## src/rtl/ecpa_pkg.sv

```systemverilog
// Shared constants and types for the ECPA field-arithmetic datapath.
// Holds no logic. The curve modulus here is the default operand for the benches.
package ecpa_pkg;

    localparam int ECPA_WIDTH = 256;
    localparam int ECPA_LIMB  = 64;

    typedef enum logic [1:0] {
        IDLE = 2'd0,
        ADD  = 2'd1,
        SUB  = 2'd2,
        FIN  = 2'd3
    } ecpa_state_t;

    localparam logic [ECPA_WIDTH-1:0] SECP256K1_P =
        256'hFFFFFFFF_FFFFFFFF_FFFFFFFF_FFFFFFFF_FFFFFFFF_FFFFFFFF_FFFFFFFE_FFFFFC2F;

endpackage

```

## src/rtl/limb_adder.sv

```systemverilog
// One limb-wide adder with carry in and carry out.
// Latency: combinational, no registers.
// Backpressure: none; the outputs follow the inputs.
module limb_adder
    import ecpa_pkg::*;
#(
    parameter int LIMB = ECPA_LIMB
) (
    input  logic [LIMB-1:0] a,
    input  logic [LIMB-1:0] b,
    input  logic            cin,
    output logic [LIMB-1:0] sum,
    output logic            cout
);

    assign {cout, sum} = {1'b0, a} + {1'b0, b} + {{LIMB{1'b0}}, cin};

endmodule

```

## src/rtl/modular_adder_seq.sv

```systemverilog
// Limb-serial (A + B) mod p: forms S = A + B, then D = S - p, then selects S or D.
// Latency: done arrives 2*NLIMB+1 edges after the accepted start.
// Backpressure: i_start is only accepted in IDLE; a request made while busy is dropped.
module modular_adder_seq
    import ecpa_pkg::*;
#(
    parameter int WIDTH = ECPA_WIDTH,
    parameter int LIMB  = ECPA_LIMB
) (
    input  logic             i_clk,
    input  logic             i_rst,
    input  logic             i_start,
    input  logic [WIDTH-1:0] A,
    input  logic [WIDTH-1:0] B,
    input  logic [WIDTH-1:0] p,
    output logic [WIDTH-1:0] result,
    output logic             done,
    output logic             busy
);

    localparam int NLIMB = WIDTH / LIMB;
    localparam int KW    = (NLIMB > 1) ? $clog2(NLIMB) : 1;
    localparam int OW    = (WIDTH > 1) ? $clog2(WIDTH) : 1;
    localparam logic [KW-1:0] K_LAST = KW'(NLIMB - 1);

    ecpa_state_t state_q, state_d;

    logic [WIDTH-1:0] a_q, b_q, p_q;
    logic [WIDTH-1:0] s_q, d_q;
    logic [KW-1:0]    k_q;
    logic             carry_q;
    logic             c_add_q, c_sub_q;

    logic             last_limb;
    logic [OW-1:0]    off;
    logic [LIMB-1:0]  op_a, op_b, limb_sum;
    logic             limb_cout;

    assign last_limb = (k_q == K_LAST);
    assign off       = OW'(k_q) * OW'(LIMB);
    assign busy      = (state_q != IDLE);

    // The subtract pass reuses the adder: S + ~p + 1 with the carry preset to 1.
    assign op_a = (state_q == SUB) ? s_q[off +: LIMB]  : a_q[off +: LIMB];
    assign op_b = (state_q == SUB) ? ~p_q[off +: LIMB] : b_q[off +: LIMB];

    limb_adder #(
        .LIMB (LIMB)
    ) u_limb_adder (
        .a    (op_a),
        .b    (op_b),
        .cin  (carry_q),
        .sum  (limb_sum),
        .cout (limb_cout)
    );

    always_ff @(posedge i_clk or posedge i_rst) begin
        if (i_rst) begin
            state_q <= IDLE;
        end else begin
            state_q <= state_d;
        end
    end

    always_comb begin
        state_d = state_q;
        case (state_q)
            IDLE:    if (i_start) state_d = ADD;
            ADD:     if (last_limb) state_d = SUB;
            SUB:     if (last_limb) state_d = FIN;
            FIN:     state_d = IDLE;
            default: state_d = IDLE;
        endcase
    end

    always_ff @(posedge i_clk or posedge i_rst) begin
        if (i_rst) begin
            a_q     <= '0;
            b_q     <= '0;
            p_q     <= '0;
            s_q     <= '0;
            d_q     <= '0;
            k_q     <= '0;
            carry_q <= 1'b0;
            c_add_q <= 1'b0;
            c_sub_q <= 1'b0;
            result  <= '0;
            done    <= 1'b0;
        end else begin
            done <= 1'b0;
            case (state_q)
                IDLE: begin
                    if (i_start) begin
                        a_q     <= A;
                        b_q     <= B;
                        p_q     <= p;
                        k_q     <= '0;
                        carry_q <= 1'b0;
                    end
                end
                ADD: begin
                    s_q[off +: LIMB] <= limb_sum;
                    if (last_limb) begin
                        c_add_q <= limb_cout;
                        carry_q <= 1'b1;
                        k_q     <= '0;
                    end else begin
                        carry_q <= limb_cout;
                        k_q     <= k_q + KW'(1);
                    end
                end
                SUB: begin
                    d_q[off +: LIMB] <= limb_sum;
                    carry_q          <= limb_cout;
                    if (last_limb) begin
                        c_sub_q <= limb_cout;
                        k_q     <= '0;
                    end else begin
                        k_q     <= k_q + KW'(1);
                    end
                end
                FIN: begin
                    // Carry out of the add means the sum wrapped past 2^WIDTH, so S >= p.
                    result <= (c_add_q | c_sub_q) ? d_q : s_q;
                    done   <= 1'b1;
                end
                default: ;
            endcase
        end
    end

endmodule

```

## config.mk

```make
export PLATFORM = sky130hd
export DESIGN_NAME = modular_adder_seq
export DESIGN_NICKNAME = d
export VERILOG_FILES = /design/src/rtl/ecpa_pkg.sv /design/src/rtl/limb_adder.sv /design/src/rtl/modular_adder_seq.sv
export SDC_FILE = /design/constraint.sdc
export NUM_CORES = 2
export LEC_CHECK = 0
export CORE_UTILIZATION = 40
export DETAILED_ROUTE_END_ITERATION = 7
export GPL_TIMING_DRIVEN = 0
export PLACE_DENSITY = 0.62
export SYNTH_ARGS = -nofsm -noshare
export SYNTH_HDL_FRONTEND = slang
export SYNTH_SLANG_ARGS = --single-unit
```

## constraint.sdc

```tcl
create_clock -name i_clk -period 78.9 [get_ports i_clk]
set_input_delay 15.78 -clock i_clk [delete_from_list [all_inputs] [get_ports i_clk]]
set_output_delay 15.78 -clock i_clk [all_outputs]
set_load 0.02 [all_outputs]
```

==> reports/summary.txt <==
OUTCOME
--------------------------------------------------------------------------------------
Status                                                                    finished, violations left
Violated checks                                                           max-capacitance violations, max-slew violations

STA
--------------------------------------------------------------------------------------
Rel. slew slack                                                                -0.0894
Number of endpoints with negative hold slack in the final report                     0
Final-report max-slew violation count                                               31
Post-Route Setup TNS                                                              0 ps
Setup repair after global routing missed its margin                                 no
Period minus WS final                                                        18,540 ps
Part of the cycle the worst path needs                                           0.235
Achievable clock frequency                                                    54.0 MHz
Worst Skew                                                                     49.4 ps
Setup violation total in the final timing report                                     0
Slew at the pin closest to its max-slew limit                                  1620 ps

FINAL LAYOUT
--------------------------------------------------------------------------------------
Area growth syn-to-layout                                                        27.8%
Final nets                                                                       7,924
Ratio of cells with drive above 1 in the final layout                            0.185

PLACE
--------------------------------------------------------------------------------------
Port Buf Inserts                                                                 1,028
Routability Congestion                                                           0.969
Post-detail-place hpwl                                                      230,000 µm

SYNTHESIS
--------------------------------------------------------------------------------------
Leading area contributor after synthesis                                       dfrtp_1
Count of synthesis-stage warnings from yosys                                         0
Proportion of synthesized flip-flops having asynchronous set or reset             1.00
Most used standard cell by instance count after synthesis                      dfrtp_1
Synthesized netlist net count                                                    6,712
Top cell type's share of synthesized area                                        0.553
Cells taking the most area after synthesis                                dfrtp_1 (55%), mux2_2 (12%), mux4_2 (8.3%), nand2_1 (6.5%), a22o_1 (2.7%)
Dominant register cell in the synthesized netlist                              dfrtp_1
Most common library cells after synthesis                                 dfrtp_1 (1,544), nand2_1 (1,215), mux2_2 (770)
Flop and latch count out of synthesis                                            1,544
Number of different library cells in the post-synthesis netlist                     64
Netlist area before placement                                               69,800 µm²
Mapped Cells                                                                     5,867
Fraction of the yosys area taken by sequential cells                             0.553
Synthesized area divided by synthesized cell count                            11.9 µm²
Number of enable-type register cells in the synthesized netlist                      0

WORST SETUP PATH
--------------------------------------------------------------------------------------
Type of the worst setup path                                                 in -> reg
Critical path arrival                                                        19,270 ps
Crit path max fanout                                                                10
Kind of capture point of the worst setup path                                 register
Required time of the critical path                                           79,640 ps
Register-to-register setup slack                                             69,450 ps
Startpoint types                                                             input pin

DRT
--------------------------------------------------------------------------------------
Wirelength, routed                                                          290,000 µm
Via total after detailed routing                                                 54.8k
Pre-Repair DR Iteration Count                                                        5
Ratio of routed vias to standard cells                                            5.73
Top layer used by detailed routing                                                met5
Post-route antenna net violation count                                               0
Detailed-routed wire length on met3                                          23,300 µm
Routed WL per cell                                                             30.4 µm
# DRC                                                                                0
Wire length on met2                                                         138,000 µm
Routed length on met1                                                       108,000 µm
Initial drt markers                                                              5,488

FLOORPLAN
--------------------------------------------------------------------------------------
Die area                                                                   176,000 µm²
Boundary Pins                                                                    1,029
Initial Util                                                                     0.405
Area of the core region                                                    172,000 µm²
# rows                                                                             152
Floorplan die width                                                             420 µm
Die H                                                                           420 µm

CLOCK NETWORK
--------------------------------------------------------------------------------------
Max Root-Sink Buffers                                                                3
Clock slew at the register clock pins of the worst setup and hold paths          60 ps
Root Buffer                                                                  clkbuf_16
Count of clock tree sinks                                                        1,544
Post-cts hold buffer count                                                           0
Level count of the clock H-tree                                                      4
Number of post-CTS setup repair buffers                                              0
Clk Latency, worst-skew pair                                                    850 ps
Post-cts repair resize count                                                         0
Number of buffers created by CTS                                                   169
CTS tree                                                                         built

GRT
--------------------------------------------------------------------------------------
Vias in the first global route                                                   55.9k
Number of antenna violations at the first check in global routing                   55
All-Layer GR Usage                                                               0.327
Remaining Overflow, GRT                                                              0
Global-route wire length before repair                                      406,000 µm
Pin count of the biggest net entering global routing                               132

JOB
--------------------------------------------------------------------------------------
Max-cap violations                                                                   3

HOLD PATH
--------------------------------------------------------------------------------------
Kind of path behind the tightest hold check                                 reg -> reg

==> final timing paths <==
path                             to     from  depth (start not counted)
max                         a_q[69]  i_start                          6
min in group asynchronous  b_q[210]    i_rst                          2
min                         d_q[78]  d_q[78]                          2
max in group asynchronous  d_q[241]    i_rst                          6
max reg2reg                s_q[241]   k_q[0]                         16
min reg2reg                 d_q[78]  d_q[78]                          2
==> through the flow <==
stage / setup slack [ps] / hold slack, ps / cell area, µm² / instances / util
after floorplan: 19560 / 448 / 69800 / 5867 / -
after global placement: 1410 / 461 / 83000 / 9205 / 0.481
after detailed placement: 59530 / 466 / 83400 / 9218 / 0.483
after CTS: 60390 / 480 / 89100 / 9523 / 0.517
after global routing: 60060 / 493 / 89200 / 9543 / 0.517
final: 60360 / 481 / 89200 / 9551 / 0.517
==> kinds of logic (layout without fill, tap and decap cells) <==
family	Yosys count	after routing	share of synthesized area
xor+xnor	60	60	0.00844
mux	1029	1029	0.207
buf+inv	468	1814	0.0253
fa+ha+maj	74	74	0.0135
simple gates	1622	1622	0.0906
compound gates	1070	1070	0.102
flops	1544	1544	0.553
other cells	0	28	0
==> final cells by class <==
class	instances	area (µm²)
fill	15200	83300
sequential	1544	38600
multi-input combinational	3855	29400
timing repair buffer	1041	10600
clock buffer	256	4970
tap	2310	2890
buffer	440	1670
clock inverter	49	787
inverter	28	113
antenna	28	70.1
==> worst max-delay path: stages <==
cell and delay [ps]:
clkdlybuf4s50_1 420, nand2_1 110, clkbuf_2 590, clkbuf_1 980, clkbuf_1 940, mux2_2 420
==> layer usage <==
layer,vias to the layer above,GRT usage
met1,28100,0.396
li1,23400,-
met4,46,0.199
met5,-,0
met2,2638,0.528
met3,623,0.0781
==> flip-flops by register name (all words and copies together), names as in the netlist, 2 cells and up <==
name / count
a_q: 256
b_q: 256
d_q: 256
k_q: 2
p_q: 256
result: 256
s_q: 256
state_q: 2
==> placed cells by master, fill, tap and decap left out, types with 21 or more instances in the layout <==
cell,instances
a31oi_1,261
nand3_1,26
clkbuf_1,427
dfrtp_1,1544
clkbuf_16,170
o31ai_1,83
nor2_1,298
ha_1,72
a21o_1,39
o21ai_0,319
diode_2,28
nand4_1,25
clkdlybuf4s50_1,1028
inv_1,27
a22o_1,212
nand2_1,1215
clkbuf_8,39
xnor2_1,30
a21oi_1,76
mux4_2,256
mux2_2,770
buf_1,46
xor2_1,21
Power is not shown: default switching activity piles up to over one toggle a cycle in this logic, so the estimate is an artifact.
